$ cat src/rtl/adder_arbiter.sv
// Round-robin arbitrated adder: grants one requester at a time, computes a+b+cin
// with carry-out and signed overflow, and holds the result until it is accepted.
module adder_arbiter #(
  parameter int WIDTH   = 16,
  parameter int NUM_REQ = 4,
  parameter int ID_W    = 2
) (
  input  logic                     clk,
  input  logic                     rst,
  input  logic [NUM_REQ-1:0]       req_valid,
  output logic [NUM_REQ-1:0]       req_ready,
  input  logic [NUM_REQ*WIDTH-1:0] req_a,
  input  logic [NUM_REQ*WIDTH-1:0] req_b,
  input  logic [NUM_REQ-1:0]       req_cin,
  output logic                     rsp_valid,
  input  logic                     rsp_ready,
  output logic [ID_W-1:0]          rsp_id,
  output logic [WIDTH-1:0]         rsp_sum,
  output logic                     rsp_cout,
  output logic                     rsp_overflow,
  output logic                     busy
);

  typedef enum logic [1:0] {IDLE, CALC, RESP} state_e;

  state_e           state_q, state_d;
  logic [ID_W-1:0]  rrPtr_q, rrPtr_d;
  logic [WIDTH-1:0] opA_q, opA_d;
  logic [WIDTH-1:0] opB_q, opB_d;
  logic             opCin_q, opCin_d;
  logic [ID_W-1:0]  opId_q, opId_d;
  logic [WIDTH-1:0] sum_q, sum_d;
  logic             cout_q, cout_d;
  logic             ovf_q, ovf_d;
  logic [ID_W-1:0]  rspId_q, rspId_d;

  logic             grantFound;
  logic [ID_W-1:0]  winner;
  logic [ID_W:0]    cand;
  logic [ID_W:0]    nextPtr;
  logic [WIDTH-1:0] selA, selB;
  logic             selCin;
  logic [WIDTH:0]   fullSum;

  // Search upward from rrPtr with wrap-around; the first valid index wins.
  always_comb begin
    grantFound = 1'b0;
    winner     = '0;
    cand       = '0;
    for (int k = 0; k < NUM_REQ; k++) begin
      cand = {1'b0, rrPtr_q} + (ID_W+1)'(k);
      if (cand >= (ID_W+1)'(NUM_REQ)) cand = cand - (ID_W+1)'(NUM_REQ);
      if (!grantFound && req_valid[cand[ID_W-1:0]]) begin
        grantFound = 1'b1;
        winner     = cand[ID_W-1:0];
      end
    end
  end

  always_comb begin
    selA   = '0;
    selB   = '0;
    selCin = 1'b0;
    for (int i = 0; i < NUM_REQ; i++) begin
      if (winner == ID_W'(i)) begin
        selA   = req_a[i*WIDTH +: WIDTH];
        selB   = req_b[i*WIDTH +: WIDTH];
        selCin = req_cin[i];
      end
    end
  end

  assign fullSum = {1'b0, opA_q} + {1'b0, opB_q} + {{WIDTH{1'b0}}, opCin_q};

  always_comb begin
    state_d   = state_q;
    rrPtr_d   = rrPtr_q;
    opA_d     = opA_q;
    opB_d     = opB_q;
    opCin_d   = opCin_q;
    opId_d    = opId_q;
    sum_d     = sum_q;
    cout_d    = cout_q;
    ovf_d     = ovf_q;
    rspId_d   = rspId_q;
    req_ready = '0;
    nextPtr   = {1'b0, winner} + (ID_W+1)'(1);
    if (nextPtr == (ID_W+1)'(NUM_REQ)) nextPtr = '0;
    case (state_q)
      IDLE: begin
        if (grantFound) begin
          req_ready[winner] = 1'b1;
          opA_d   = selA;
          opB_d   = selB;
          opCin_d = selCin;
          opId_d  = winner;
          rrPtr_d = nextPtr[ID_W-1:0];
          state_d = CALC;
        end
      end
      CALC: begin
        sum_d   = fullSum[WIDTH-1:0];
        cout_d  = fullSum[WIDTH];
        ovf_d   = (opA_q[WIDTH-1] == opB_q[WIDTH-1]) && (fullSum[WIDTH-1] != opA_q[WIDTH-1]);
        rspId_d = opId_q;
        state_d = RESP;
      end
      RESP: begin
        if (rsp_ready) state_d = IDLE;
      end
      default: state_d = IDLE;
    endcase
  end

  always_ff @(posedge clk or posedge rst) begin
    if (rst) begin
      state_q <= IDLE;
      rrPtr_q <= '0;
      opA_q   <= '0;
      opB_q   <= '0;
      opCin_q <= 1'b0;
      opId_q  <= '0;
      sum_q   <= '0;
      cout_q  <= 1'b0;
      ovf_q   <= 1'b0;
      rspId_q <= '0;
    end else begin
      state_q <= state_d;
      rrPtr_q <= rrPtr_d;
      opA_q   <= opA_d;
      opB_q   <= opB_d;
      opCin_q <= opCin_d;
      opId_q  <= opId_d;
      sum_q   <= sum_d;
      cout_q  <= cout_d;
      ovf_q   <= ovf_d;
      rspId_q <= rspId_d;
    end
  end

  assign rsp_valid    = (state_q == RESP);
  assign busy         = (state_q != IDLE);
  assign rsp_sum      = sum_q;
  assign rsp_cout     = cout_q;
  assign rsp_overflow = ovf_q;
  assign rsp_id       = rspId_q;

endmodule
$ cat config.mk
export PLATFORM = sky130hd
export DESIGN_NAME = adder_arbiter
export DESIGN_NICKNAME = d
export VERILOG_FILES = /design/src/rtl/adder_arbiter.sv
export SDC_FILE = /design/constraint.sdc
export NUM_CORES = 1
export LEC_CHECK = 0
export ABC_CLOCK_PERIOD_IN_PS = 3500
export CORE_MARGIN = 2
export CORE_UTILIZATION = 35
export DETAILED_ROUTE_END_ITERATION = 10
export PLACE_DENSITY_LB_ADDON = 0.15
export SKIP_CTS_REPAIR_TIMING = 1
export SYNTH_ARGS = -nofsm -noshare
export SYNTH_HDL_FRONTEND = slang
export SYNTH_SLANG_ARGS = --single-unit
$ cat constraint.sdc
create_clock -name clk -period 3.5 [get_ports clk]
set_clock_uncertainty 0.2 [all_clocks]
set_input_delay 0.7 -clock clk [delete_from_list [all_inputs] [get_ports clk]]
set_output_delay 0.7 -clock clk [all_outputs]
set_load 0.01 [all_outputs]
# Yosys cells after proc, flatten, opt, wreduce, memory -nomap -nowiden
# Cells that the tools add are included.
[totals]
output_inout_bits = 26
ff_bits = 59
[classes]
mux = 40
eq_ne = 10
n_reduce_logical = 13
magnitude_cmp = 10
n_addsub = 10
[ops]
columns = ["cell", "n"]
rows = [
  ["16-bit two-way mux", 8],
  ["2-bit two-way mux", 11],
  ["16-bit by 16-bit adder with 17-bit output", 1],
  ["17-bit by 1-bit adder with 17-bit output", 1],
  ["2-bit by 3-bit less-than comparator with 1-bit output, second input constant", 5],
  ["1-bit two-way mux", 13],
  ["3-bit greater-or-equal comparator, second input constant", 3],
  ["1-bit binary-select mux with 2-bit select", 4],
  ["4-bit two-way mux", 2],
  ["2-bit by 1-bit subtractor with 2-bit output, second input constant", 4],
  ["2-bit by 1-bit adder with 3-bit output, second input constant", 2],
  ["2-bit by 2-bit adder with 3-bit output, second input constant", 2],
  ["2-bit == test, second input constant", 3],
  ["2-bit one-hot mux with 3 select lines", 1],
  ["1-bit logical AND", 5],
  ["2-bit by 1-bit == test with 1-bit output, second input constant", 2],
  ["2-bit zero test", 2],
  ["2-bit AND reduction", 2],
  ["3-bit == test, second input constant", 1],
  ["2-bit by 3-bit greater-or-equal comparator with 1-bit output, second input constant", 1],
  ["1-bit zero test", 3],
  ["1-bit demux with 2-bit select", 1],
  ["2-bit by 1-bit greater-or-equal comparator with 1-bit output, second input constant", 1],
  ["2-bit by 1-bit inequality test with 1-bit output, second input constant", 1],
  ["4 further kinds", 4],
]

# Depth between registers and ports, before layout
# Gate-level depths: netlist (run 1).
[logic_depth]
ltp_word = 20
depth_mapped = 13
mapped_depth_nobuf = 11

# Least setup slack after synthesis (run 1)
# Ideal clock, no wire load.
[synth_path]
path_type = "in2out"
startpoint = "input port req_valid[0]"
endpoint = "output port req_ready[3]"
path_buffers = 2
path_slack_ns = 0.196
t_arrival_ns = 2.404
path_stages = 7
required_ns = 2.600
path_cell_list = "a221o_1 > a32oi_1 > nor2b_1 > ha_1 > clkbuf_1 > clkbuf_1 > and2_1"
[synth_via]
elab_chain_len = 18
word_cells_on_any_way = 29
classes_between = "order compare: 2; mux: 20; reduce/logical: 7"
[synth_lines]
columns = ["element", "line", "text"]
rows = [
  ["start: declaration", "10", "input logic [NUM_REQ-1:0] req_valid,"],
  ["1-bit binary-select mux with 2-bit select", "53", "if (!grantFound && req_valid[cand[ID_W-1:0]]) begin"],
  ["1-bit two-way mux (not written as such)", "53", ""],
  ["1-bit two-way mux", "53", ""],
  ["1-bit zero test", "53", ""],
  ["1-bit logical AND", "53", ""],
  ["1-bit two-way mux", "53", ""],
  ["1-bit zero test", "53", ""],
  ["1-bit logical AND", "53", ""],
  ["[... 3 more ...]", "n/a", ""],
  ["2-bit two-way mux (*)", "53", ""],
  ["via winner[0]", "38", "logic [ID_W-1:0] winner;"],
  ["2-bit by 3-bit less-than comparator with 1-bit output (not written as such) or 2-bit by 1-bit greater-or-equal comparator with 1-bit output (tied branches)", "92", "req_ready[winner] = 1'b1;"],
  ["1-bit logical AND (not written as such)", "92", ""],
  ["1-bit two-way mux (not written as such)", "92", ""],
  ["1-bit demux with 2-bit select (*)", "92", ""],
  ["4-bit two-way mux (*)", "91", "if (grantFound) begin"],
  ["4-bit two-way mux (*)", "89", "case (state_q)"],
  ["end: declaration", "11", "output logic [NUM_REQ-1:0] req_ready,"],
]
# Mark *: on every way through the listed nets, which the timed path passes. The rest lies on a longest branch. The select of a mux whose other input is x is not followed.

# Worst setup path in the final report (run 1)
[layout_path]
startpoint = "input port req_valid[0]"
endpoint = "output port req_ready[2]"
# Same word-level chain as after synthesis.

==> results of run 1 <==
## state kept, by name, summed over array words and instances, names as in the netlist, 2 cells and up
| name | count |
|---|---|
| rrPtr_q | 2 |
| opA_q | 16 |
| opId_q | 2 |
| rsp_id | 2 |
| state_q | 2 |
| opB_q | 16 |
| rsp_sum | 16 |
## through the flow
step | cell area, µm² | setup TNS (ps)
final | 6200 | 0
after global routing | 6200 | 0
after CTS | 6120 | -9484
after detailed placement | 5817 | -20350
after global placement | 5817 | -15430
after floorplan | 3990 | 0
## cells in the final DEF, fill, tap and decap left out, types with 2 or more instances in the layout
master / instances
sky130_fd_sc_hd__a211oi_1: 3
sky130_fd_sc_hd__a21boi_0: 4
sky130_fd_sc_hd__a21o_1: 6
sky130_fd_sc_hd__a21oi_1: 49
sky130_fd_sc_hd__a221o_1: 2
sky130_fd_sc_hd__a221oi_1: 33
sky130_fd_sc_hd__a32oi_1: 2
sky130_fd_sc_hd__and2_1: 6
sky130_fd_sc_hd__buf_4: 19
sky130_fd_sc_hd__clkbuf_16: 9
sky130_fd_sc_hd__clkbuf_8: 2
sky130_fd_sc_hd__clkdlybuf4s50_1: 156
sky130_fd_sc_hd__clkinvlp_4: 2
sky130_fd_sc_hd__dfrtp_1: 59
sky130_fd_sc_hd__dlymetal6s2s_1: 6
sky130_fd_sc_hd__fa_1: 2
sky130_fd_sc_hd__ha_1: 15
sky130_fd_sc_hd__ha_2: 2
sky130_fd_sc_hd__ha_4: 2
sky130_fd_sc_hd__inv_1: 9
sky130_fd_sc_hd__nand2_1: 72
sky130_fd_sc_hd__nand2b_1: 3
sky130_fd_sc_hd__nand3_1: 3
sky130_fd_sc_hd__nand4_1: 5
sky130_fd_sc_hd__nor2_1: 6
sky130_fd_sc_hd__nor2b_1: 33
sky130_fd_sc_hd__nor2b_4: 2
sky130_fd_sc_hd__nor3_1: 36
sky130_fd_sc_hd__o211ai_1: 5
sky130_fd_sc_hd__o21a_1: 2
sky130_fd_sc_hd__o21ai_0: 52
sky130_fd_sc_hd__or2_2: 2
sky130_fd_sc_hd__or3_1: 3
sky130_fd_sc_hd__xnor2_1: 3
sky130_fd_sc_hd__xor2_1: 6
## final cells by class
class                   instances  area, µm²
clock buffers                  11      252.7
fillers                      1051       4783
well taps                     140      175.2
clock inverters                 4      50.05
flip-flops and latches         59       1476
repair buffers                184       1809
inverters                      11      41.29
multi-input cells             378       2395
## Yosys cell counts, drive strengths merged, types with 2 or more instances
cell type	n
nand2	72
dfrtp	59
o21ai	53
a21oi	49
nor3	36
nor2b	35
a221oi	34
clkbuf	31
ha	19
inv	10
a21o	6
and2	6
buf	6
nor2	6
xor2	6
a21boi	5
nand4	5
o211ai	5
a211oi	3
a32oi	3
nand2b	3
nand3	3
or3	3
xnor2	3
a2111oi	2
a221o	2
and3	2
fa	2
o21a	2
or2	2
## layer usage
metal,GRT usage (%),vias up
met5,0,-
met3,4.866,13
li1,-,2099
met1,29.05,1917
met4,5.250,0
met2,33.74,154
## critical path, cell delays in order
cell	delay (ps)
sky130_fd_sc_hd__dlymetal6s2s_1	190
sky130_fd_sc_hd__a221o_1	400
sky130_fd_sc_hd__a32oi_2	190
sky130_fd_sc_hd__nor2b_4	200
sky130_fd_sc_hd__buf_4	110
sky130_fd_sc_hd__inv_1	60
sky130_fd_sc_hd__buf_4	130
sky130_fd_sc_hd__ha_2	180
sky130_fd_sc_hd__and2_1	130
sky130_fd_sc_hd__buf_2	140
## kinds of logic after synthesis
family,Yosys count,share of synthesized area (%)
compound gates,171,27.75
xor+xnor,9,1.976
simple gates,175,21.39
flops,59,37.00
buf+inv,48,4.672
mux,1,0.2509
fa+ha+maj,21,6.962
## final timing paths
| kind | cells past startpoint | startpoint | endpoint | slack [ps] |
|---|---|---|---|---|
| setup / recovery | 10 | req_valid[0] | req_ready[2] | 170 |
| hold / removal | 2 | opId_q[0] | rsp_id[0] | 270 |
| setup reg to reg | 13 | rrPtr_q[0] | opB_q[13] | 380 |
| hold reg to reg | 2 | opId_q[0] | rsp_id[0] | 270 |
| max in group asynchronous | 3 | rst | opA_q[11] | 2280 |
| min in group asynchronous | 3 | rst | rsp_id[0] | 550 |
## power breakdown
group          switching [mW]  internal, mW  leakage, nW  total, mW
Sequential              0.207          1.02        0.736       1.23
Combinational            1.86          1.46         1.77       3.33
Clock                   0.305         0.584        0.144      0.889
==> run metrics, run 1 <==
maxcap violations 0; std cell rows 38; signal arrival time at the worst endpoint ~2400 ps; worst slack at placement -647.8 ps; YS warnings 0; number of sinks driven by the clock tree 59; proportion of register bits with asynchronous set or reset after synthesis 100.0%; aggregate global-route resource usage between 20% and 30%; TritonCTS clock tree yes; final core utilization between 50% and 60%; maximum clock insertion buffer count 2; type of the most critical hold path flop to flop; area of the core approximately 0.011 mm²; Inserted Clock Buffers 9; antenna violations before repair 0; Post-Syn Nets around 640; count of final setup violators 0; worst vdd rail ir drop about 0.00040 V; unrepaired setup endpoints after global routing false; type of the worst setup path input port to output port; Routed WL 13330 µm; startpoint kind of the worst setup timing path input port; amount of wire on met2 after detailed routing 6135 µm; clock latency on the worst-skew pair around 330 ps; routed via count divided by cell count ~5.3; Clock Tree Root sky130_fd_sc_hd__clkbuf_16; power density over the cells just under 900 mW/mm²; DP Cell Count just under 800; worst path required time between 2000 and 3000 ps; highest routed layer met4; synthesized area per cell 8.244 µm²; upper clock frequency limit between 0.3 and 0.4 GHz; sequential area share after synthesis a little under two fifths; minimum setup slack in the final design between 150 and 200 ps; routed wire length per instance ~17 µm; kind of capture point of the worst setup path output port; clock edge transition at the registers on the reported setup and hold paths approximately 60 ps; total gr overflow 0; initial core utilization a little over a third; status completed; area fraction of the dominant cell type after synthesis a little under two fifths; Layout Area Growth over Synthesis 55.38%; number of global-route vias before repair between 4k and 5k; number of input and output port buffers inserted 164; Synth Register Bits between 50 and 60; crit-path max FO 5; shortest clock period the worst path allows after layout ~3300 ps; cell types occupying the most area after synthesis sky130_fd_sc_hd__dfrtp_1, sky130_fd_sc_hd__a221oi_1, sky130_fd_sc_hd__nand2_1; hold slack 267.7 ps; final slew viol count 0; met1 wire length around 6100 µm; count of nets after finishing 803; Worst Max-Slew Pin Slew ~900 ps; wire length of the first global-routing pass between 20000 and 25000 µm; vertical die dimension roughly 110 µm; first drt pass iteration count 4; hold violation total from the final report 0; post-detailed-route count of antenna-violating nets 0; Power Total 5.440 mW; Die W between 100 and 150 µm; fraction of layout cells with a size suffix above 1 about 8.2%; drt drc 0; maximum number of pins on one net before global-route repair 69; initial drt markers about 240; Via Count between 4k and 5k; leakage ~2.7 nW; Final period util a little over nine tenths; Ports about 170; cell taking the most area after synthesis sky130_fd_sc_hd__dfrtp_1; half-perimeter wire length after placement around 10000 µm; gate count of the mapped netlist ~480; number of distinct library cells after synthesis 46; H-tree depth 3; worst max-slew margin expressed relative to the limit 39.74%; Ant. Diodes 0; Cell Count, Final, Fillers Out about 790; cell area after technology mapping roughly 0.004 mm²; most frequently used flop master after synthesis sky130_fd_sc_hd__dfrtp_1; die outline area between 0.01 and 0.015 mm²; GPL Wtd Cong between 0.8 and 0.9; number of flops mapped to enable cells by yosys 0; amount of wire on met3 after detailed routing roughly 930 µm
Power figures use the tool's default switching activity.
==> run 2: changes to the inputs <==
--- a/config.mk
+++ b/config.mk
@@ -5,11 +5,12 @@
 export SDC_FILE = /design/constraint.sdc
 export NUM_CORES = 1
 export LEC_CHECK = 0
-export ABC_CLOCK_PERIOD_IN_PS = 3500
+export ABC_CLOCK_PERIOD_IN_PS = 2850
 export CORE_MARGIN = 2
 export CORE_UTILIZATION = 35
 export DETAILED_ROUTE_END_ITERATION = 10
 export PLACE_DENSITY_LB_ADDON = 0.15
+export SETUP_SLACK_MARGIN = 0.4
 export SKIP_CTS_REPAIR_TIMING = 1
 export SYNTH_ARGS = -nofsm -noshare
 export SYNTH_HDL_FRONTEND = slang
==> constraint.sdc (replaced) <==
create_clock -name clk -period 2.85 [get_ports clk]
set_clock_uncertainty 0.2 [all_clocks]
set_input_delay 0.57 -clock clk [delete_from_list [all_inputs] [get_ports clk]]
set_output_delay 0.57 -clock clk [all_outputs]
set_load 0.01 [all_outputs]
==> run 2 against run 1 <==
Against the previous run:
- the flow now finishes with violations (setup timing)
- via count increased by 5.5%
- hold slack improved by 1.4 ps
- power increased by 47%
- routed wire length increased by 7.3%
- global-route usage about the same
- first-iteration DRC count decreased by 16%
- cell count increased by 3.0%
- utilization increased by 7.3 points
- die area unchanged
- design area increased by 13%
- critical endpoint unchanged
- largest power group unchanged
==> run metrics, run 2 (synthesis results as in run 1) <==
routed via count divided by cell count 5.440 (was 5.315); number of cells on the critical path 10 (unchanged); origin of the critical flop-to-flop path rrPtr_q[0] (unchanged); most frequent cells in the layout sky130_fd_sc_hd__clkdlybuf4s50_1, sky130_fd_sc_hd__nand2_1, sky130_fd_sc_hd__dfrtp_1, sky130_fd_sc_hd__a21oi_1, sky130_fd_sc_hd__o21ai_0 (was sky130_fd_sc_hd__clkdlybuf4s50_1, sky130_fd_sc_hd__nand2_1, sky130_fd_sc_hd__dfrtp_1, sky130_fd_sc_hd__o21ai_0, sky130_fd_sc_hd__a21oi_1); kind of capture point of the worst setup path output port (unchanged); maximum number of pins on one net before global-route repair 69 (unchanged); cell seen most often among critical-path stages sky130_fd_sc_hd__buf_6 (was sky130_fd_sc_hd__buf_4); Die W 110.8 µm (unchanged); failing checks setup timing; worst reg-to-reg setup slack -80 ps (was 380 ps); Routed WL 14300 µm (was 13330 µm); status finished, violations left (was completed); number of input and output port buffers inserted 164 (unchanged); count of nets after finishing 826 (was 803); critical path launch point rrPtr_q[0] (was req_valid[0]); TritonCTS clock tree yes (unchanged); hold violation total from the final report 0 (unchanged); clock latency on the worst-skew pair 320 ps (was 330 ps); clock edge transition at the registers on the reported setup and hold paths 50 ps (was 60 ps); power density over the cells 1140 mW/mm² (was 877.5 mW/mm²); unrepaired setup endpoints after global routing true (was false); startpoint kind of the worst setup timing path flop (was input port); initial drt markers 203 (was 243); endpoint with the worst hold slack rsp_sum[1] (was rsp_id[0]); Final period util 105.1%; die outline area 0.01227 mm² (unchanged); register area 0.001476 mm² (unchanged); Cells on Worst Hold Path 2 (unchanged); most common library cell in the layout ignoring fill and taps sky130_fd_sc_hd__clkdlybuf4s50_1 (unchanged); GPL Wtd Cong 0.8846 (was 0.8988); origin of the worst min-delay path rsp_sum[1] (was opId_q[0]); Worst Reg2Reg Path Length in Cells 14 (was 13); antenna violations before repair 0 (unchanged); count of final setup violators 8 (was 0); area of the multi-input gates 0.002863 mm² (was 0.002395 mm²); Power Total 7.982 mW (was 5.440 mW); Ant. Diodes 0 (unchanged); maxcap violations 0 (unchanged); filler cell count 906 (was 1051); Layout Area Growth over Synthesis 75.54% (was 55.38%); longest individual stage delay on the worst path 370 ps (was 400 ps); Crit path max-delay family compound AO/OA/AOI/OAI gates (was buffers and inverters); first drt pass iteration count 5 (was 4); signal arrival time at the worst endpoint 2220 ps (was 2430 ps); Clock Tree Root sky130_fd_sc_hd__clkbuf_16 (unchanged); fraction of layout cells with a size suffix above 1 21.31% (was 8.192%); Inserted Clock Buffers 9 (unchanged); worst max-slew margin expressed relative to the limit 45.33% (was 39.74%); initial core utilization 36.33% (unchanged); drt drc 0 (unchanged); Via Count 4412 (was 4183); std cell rows 38 (unchanged); area of the core 0.01098 mm² (unchanged); minimum setup slack in the final design -144.2 ps (was 172.1 ps); aggregate global-route resource usage 21.18% (was 21.13%); number of sinks driven by the clock tree 59 (unchanged); vertical die dimension 110.8 µm (unchanged); Ports 165 (unchanged); leakage 2.922 nW (was 2.654 nW); crit-path max FO 5 (unchanged); worst r2r dst opB_q[9] (was opB_q[13]); post-detailed-route count of antenna-violating nets 0 (unchanged); wire length of the first global-routing pass 21270 µm (was 21090 µm); number of global-route vias before repair 4381 (was 4170); worst path required time 2080 ps (was 2600 ps); type of the most critical hold path flop to flop (unchanged); total gr overflow 0 (unchanged); upper clock frequency limit roughly 0.33 GHz; maximum clock insertion buffer count 2 (unchanged); cell with the largest stage delay on the worst path sky130_fd_sc_hd__dfrtp_1 (was sky130_fd_sc_hd__a221o_1); worst slack at placement -966.5 ps (was -647.8 ps); Worst Max-Slew Pin Slew 820.0 ps (was 903.9 ps); H-tree depth 3 (unchanged); half-perimeter wire length after placement 10540 µm (was 10450 µm); shortest clock period the worst path allows after layout roughly 3000 ps; worst vdd rail ir drop 0.0004872 V (was 0.0004007 V); Total Neg Setup Slack -540.3 ps (was 0 ps); final slew viol count 0 (unchanged); type of the worst setup path flop to output port (was input port to output port); Buffers & Inverters on Critical Path 5 (unchanged); routed wire length per instance 17.64 µm (was 16.94 µm); critical path, cell by cell inv_2, a221o_1, a32oi_2, nor2b_4, buf_6, inv_4, buf_6, ha_4, and2_4, buf_6 (was dlymetal6s2s_1, a221o_1, a32oi_2, nor2b_4, buf_4, inv_1, buf_4, ha_2, and2_1, buf_2)
[run 2: cell types whose count changed in the layout (fill, tap and decap cells not counted), moves of 11 or more]
cell,delta
sky130_fd_sc_hd__a221oi_1,-29
sky130_fd_sc_hd__a221oi_2,+19
sky130_fd_sc_hd__buf_6,+13
sky130_fd_sc_hd__nor3_1,-11
sky130_fd_sc_hd__nor3_2,+11
sky130_fd_sc_hd__o21ai_0,-18
sky130_fd_sc_hd__o21ai_1,+15
[run 2: cell type report]
type	count	area share [%]
Clock buffer	10	3.412
Multi-Input combinational cell	379	40.87
Tap cell	140	2.501
Sequential cell	59	21.08
Timing Repair Buffer	206	29.89
Inverter	11	0.6431
Clock inverter	6	1.608
[run 2: tightest hold or removal path: stages (launching register included)]
cell and delay, ps:
sky130_fd_sc_hd__dfrtp_1 340, sky130_fd_sc_hd__nand2_1 50, sky130_fd_sc_hd__nand2_1 50
[run 2: where the power goes]
| part | leakage (nW) | internal (mW) | switching (mW) |
|---|---|---|---|
| Sequential | 0.736 | 1.25 | 0.249 |
| Combinational | 2.01 | 2.45 | 2.77 |
| Clock | 0.173 | 0.878 | 0.381 |
| Total | 2.92 | 4.58 | 3.40 |
[run 2: stage by stage]
| stage | hold slack (ps) | instances | utilization, % | instance area (µm²) |
|---|---|---|---|---|
| after floorplan | 238.6 | 484 | - | 4184 |
| after global placement | 261.8 | 779 | 54.93 | 6033 |
| after detailed placement | 264.1 | 779 | 54.93 | 6033 |
| after CTS | 271.6 | 795 | 58.13 | 6385 |
| after global routing | 293.7 | 811 | 63.77 | 7004 |
| final | 269.1 | 811 | 63.77 | 7004 |
[run 2: worst max-delay path by stage]
| stage | slack [ps] | to |
|---|---|---|
| global placement | -860 | opA_q[1] |
| floorplan | 130 | opA_q[15] |
| global route | -230 | opB_q[9] |
| finish | -140 | req_ready[2] |
| CTS | -790 | req_ready[1] |
| detailed placement | -970 | opA_q[1] |
[run 2: metal layers]
metal	vias to the layer above	wire, µm	GRT usage, %
met3	24	1037	5.796
met1	2058	5872	26.03
met5	-	0	0
li1	2146	-	-
met4	0	320	6.000
met2	184	7073	36.44
==> run 3: changes to the inputs <==
--- a/config.mk
+++ b/config.mk
@@ -10,6 +10,7 @@
 export CORE_UTILIZATION = 35
 export DETAILED_ROUTE_END_ITERATION = 10
 export PLACE_DENSITY_LB_ADDON = 0.15
+export REMOVE_ABC_BUFFERS = 1
 export SETUP_SLACK_MARGIN = 0.4
 export SKIP_CTS_REPAIR_TIMING = 1
 export SYNTH_ARGS = -nofsm -noshare
==> run 3 against run 2 <==
Against the previous run:
- the flow now finishes without violations
- via count down 3.6%
- routed wire length is 7.6% lower
- first-iteration DRC count fell by 15%
- cell count shrank 0.99%
- design area fell by 2.5%
- combinational power fell by 1%
- hold slack improved by 0.61 ps
- fmax grew 5.2%
- count of clock-buffer cells in the layout shrank 1
- power shrank 2.5%
- largest power group unchanged
==> run metrics, run 3 (synthesis results as in run 1) <==
status completed (was finished, violations left); Ant. Diodes 0 (unchanged); Post-DP Area 0.005829 mm² (was 0.006033 mm²); count of final setup violators 0 (was 8); maximum clock insertion buffer count 2 (unchanged); upper clock frequency limit 0.3512 GHz (was 0.3340 GHz); shortest clock period the worst path allows after layout 2847 ps (was 2994 ps); area of the core 0.01098 mm² (unchanged); highest routed layer met4 (unchanged); Total Neg Setup Slack 0 ps (was -540.3 ps); number of input and output port buffers inserted 164 (unchanged); total gr overflow 0 (unchanged); crit-path max FO 4 (was 5); half-perimeter wire length after placement 8508 µm (was 10540 µm); Ports 165 (unchanged); Worst Reg2Reg Path Length in Cells 13 (was 14); unrepaired setup endpoints after global routing true (unchanged); Routed WL 13220 µm (was 14300 µm); post-route design area 0.006828 mm² (was 0.007004 mm²); most common library cell in the layout ignoring fill and taps sky130_fd_sc_hd__clkdlybuf4s50_1 (unchanged); number of global-route vias before repair 3930 (was 4381); amount of wire on met3 after detailed routing 702 µm (was 1037 µm); GPL Wtd Cong 0.8342 (was 0.8846); kind of capture point of the worst setup path output port (unchanged); worst max-slew margin expressed relative to the limit 50.09% (was 45.33%); power density over the cells 1139 mW/mm² (was 1140 mW/mm²); type of the most critical hold path flop to flop (unchanged); origin of the critical flop-to-flop path rrPtr_q[0] (unchanged); Die W 110.8 µm (unchanged); count of nets after finishing 818 (was 826); most frequent cells in the layout sky130_fd_sc_hd__clkdlybuf4s50_1, sky130_fd_sc_hd__nand2_1, sky130_fd_sc_hd__dfrtp_1, sky130_fd_sc_hd__a21oi_1 (was sky130_fd_sc_hd__clkdlybuf4s50_1, sky130_fd_sc_hd__nand2_1, sky130_fd_sc_hd__dfrtp_1, sky130_fd_sc_hd__a21oi_1, sky130_fd_sc_hd__o21ai_0); filler cell count 934 (was 906); fraction of layout cells with a size suffix above 1 19.46% (was 21.31%); post-detailed-route count of antenna-violating nets 0 (unchanged); clock latency on the worst-skew pair 320 ps (about the same); clock edge transition at the registers on the reported setup and hold paths 50 ps (about the same); maxcap violations 0 (unchanged); leakage 2.831 nW (was 2.922 nW); std cell rows 38 (unchanged); amount of wire on met2 after detailed routing 6651 µm (was 7073 µm); maximum number of pins on one net before global-route repair 69 (unchanged); Inserted Clock Buffers 9 (unchanged); origin of the worst min-delay path rsp_id[0] (was rsp_sum[1]); worst path required time 2080 ps (about the same); vertical die dimension 110.8 µm (unchanged); type of the worst setup path flop to output port (unchanged); minimum setup slack in the final design 3.019 ps (was -144.2 ps); number of sinks driven by the clock tree 59 (unchanged); Via Count 4254 (was 4412); worst r2r dst opA_q[15] (was opB_q[9]); signal arrival time at the worst endpoint 2080 ps (was 2220 ps); worst reg-to-reg setup slack 90 ps (was -80 ps); aggregate global-route resource usage 18.07% (was 21.18%); wire length of the first global-routing pass 18620 µm (was 21270 µm); first drt pass iteration count 4 (was 5); hold violation total from the final report 0 (unchanged); initial core utilization 36.33% (unchanged); initial drt markers 172 (was 203); die outline area 0.01227 mm² (unchanged); startpoint kind of the worst setup timing path flop (unchanged); met1 wire length 5757 µm (was 5872 µm); H-tree depth 3 (unchanged); Worst Max-Slew Pin Slew 747.1 ps (was 820.0 ps); register area 0.001476 mm² (unchanged); area of the multi-input gates 0.002743 mm² (was 0.002863 mm²); capture point of the critical path req_ready[2] (unchanged); worst slack at placement -800.2 ps (was -966.5 ps); Clock Tree Root sky130_fd_sc_hd__clkbuf_16 (unchanged); final core utilization 62.17% (was 63.77%); Layout Area Growth over Synthesis 71.12% (was 75.54%); critical path launch point rrPtr_q[0] (unchanged); drt drc 0 (unchanged); DP Cell Count 769 (was 779); routed via count divided by cell count 5.298 (was 5.440); Cell Count, Final, Fillers Out 803 (was 811); antenna violations before repair 0 (unchanged); routed wire length per instance 16.46 µm (was 17.64 µm); worst vdd rail ir drop 0.0006043 V (was 0.0004872 V); Power Total 7.779 mW (was 7.982 mW); TritonCTS clock tree yes (unchanged); hold slack 269.7 ps (was 269.1 ps); Final period util 99.89% (was 105.1%); final slew viol count 0 (unchanged)
[run 3: cell count changes in the layout (fill, tap and decap cells not counted), moves of 7 or more]
cell                       before  now
sky130_fd_sc_hd__a221oi_2      20   30
sky130_fd_sc_hd__o21ai_0       34   24
sky130_fd_sc_hd__o21ai_1       16   26
sky130_fd_sc_hd__buf_4         27   18
sky130_fd_sc_hd__nor3_1        25   33
sky130_fd_sc_hd__nor3_2        11    3
sky130_fd_sc_hd__a221oi_4      10    3
[run 3: worst min-delay path by stage]
stage,to,slack (ps),cells past startpoint
floorplan,rsp_id[0],240,2
global placement,rsp_id[1],250,2
detailed placement,rsp_id[1],260,2
CTS,rsp_id[1],270,2
global route,opId_q[0],310,2
finish,rsp_id[0],270,2
[run 3: power by group]
part / internal (mW) / switching [mW] / total (mW)
clock: 0.761 / 0.369 / 1.13
combinational: 2.43 / 2.72 / 5.15
sequential: 1.25 / 0.246 / 1.50
[run 3: worst max-delay path, stage by stage, from the launching register on]
cell and delay, ps:
sky130_fd_sc_hd__dfrtp_1 350, sky130_fd_sc_hd__inv_2 60, sky130_fd_sc_hd__a221o_1 380, sky130_fd_sc_hd__a32oi_2 200
sky130_fd_sc_hd__nor2b_4 210, sky130_fd_sc_hd__buf_6 120, sky130_fd_sc_hd__inv_6 40, sky130_fd_sc_hd__ha_4 160
sky130_fd_sc_hd__and2_4 130, sky130_fd_sc_hd__buf_6 110
[run 3: area by class of cell]
cell class,instances,share of cell area (%)
multi-input cells,377,40.17
repair buffers,200,30.31
flip-flops and latches,59,21.62
clock buffers,9,3.299
well taps,140,2.566
clock inverters,7,1.356
inverters,11,0.6780
[run 3: routing by layer]
layer | vias to the layer above | global-route usage (%)
li1 | 2120 | -
met1 | 2010 | 23.60
met2 | 114 | 31.04
met4 | 0 | 4.417
met5 | - | 0
met3 | 10 | 3.280
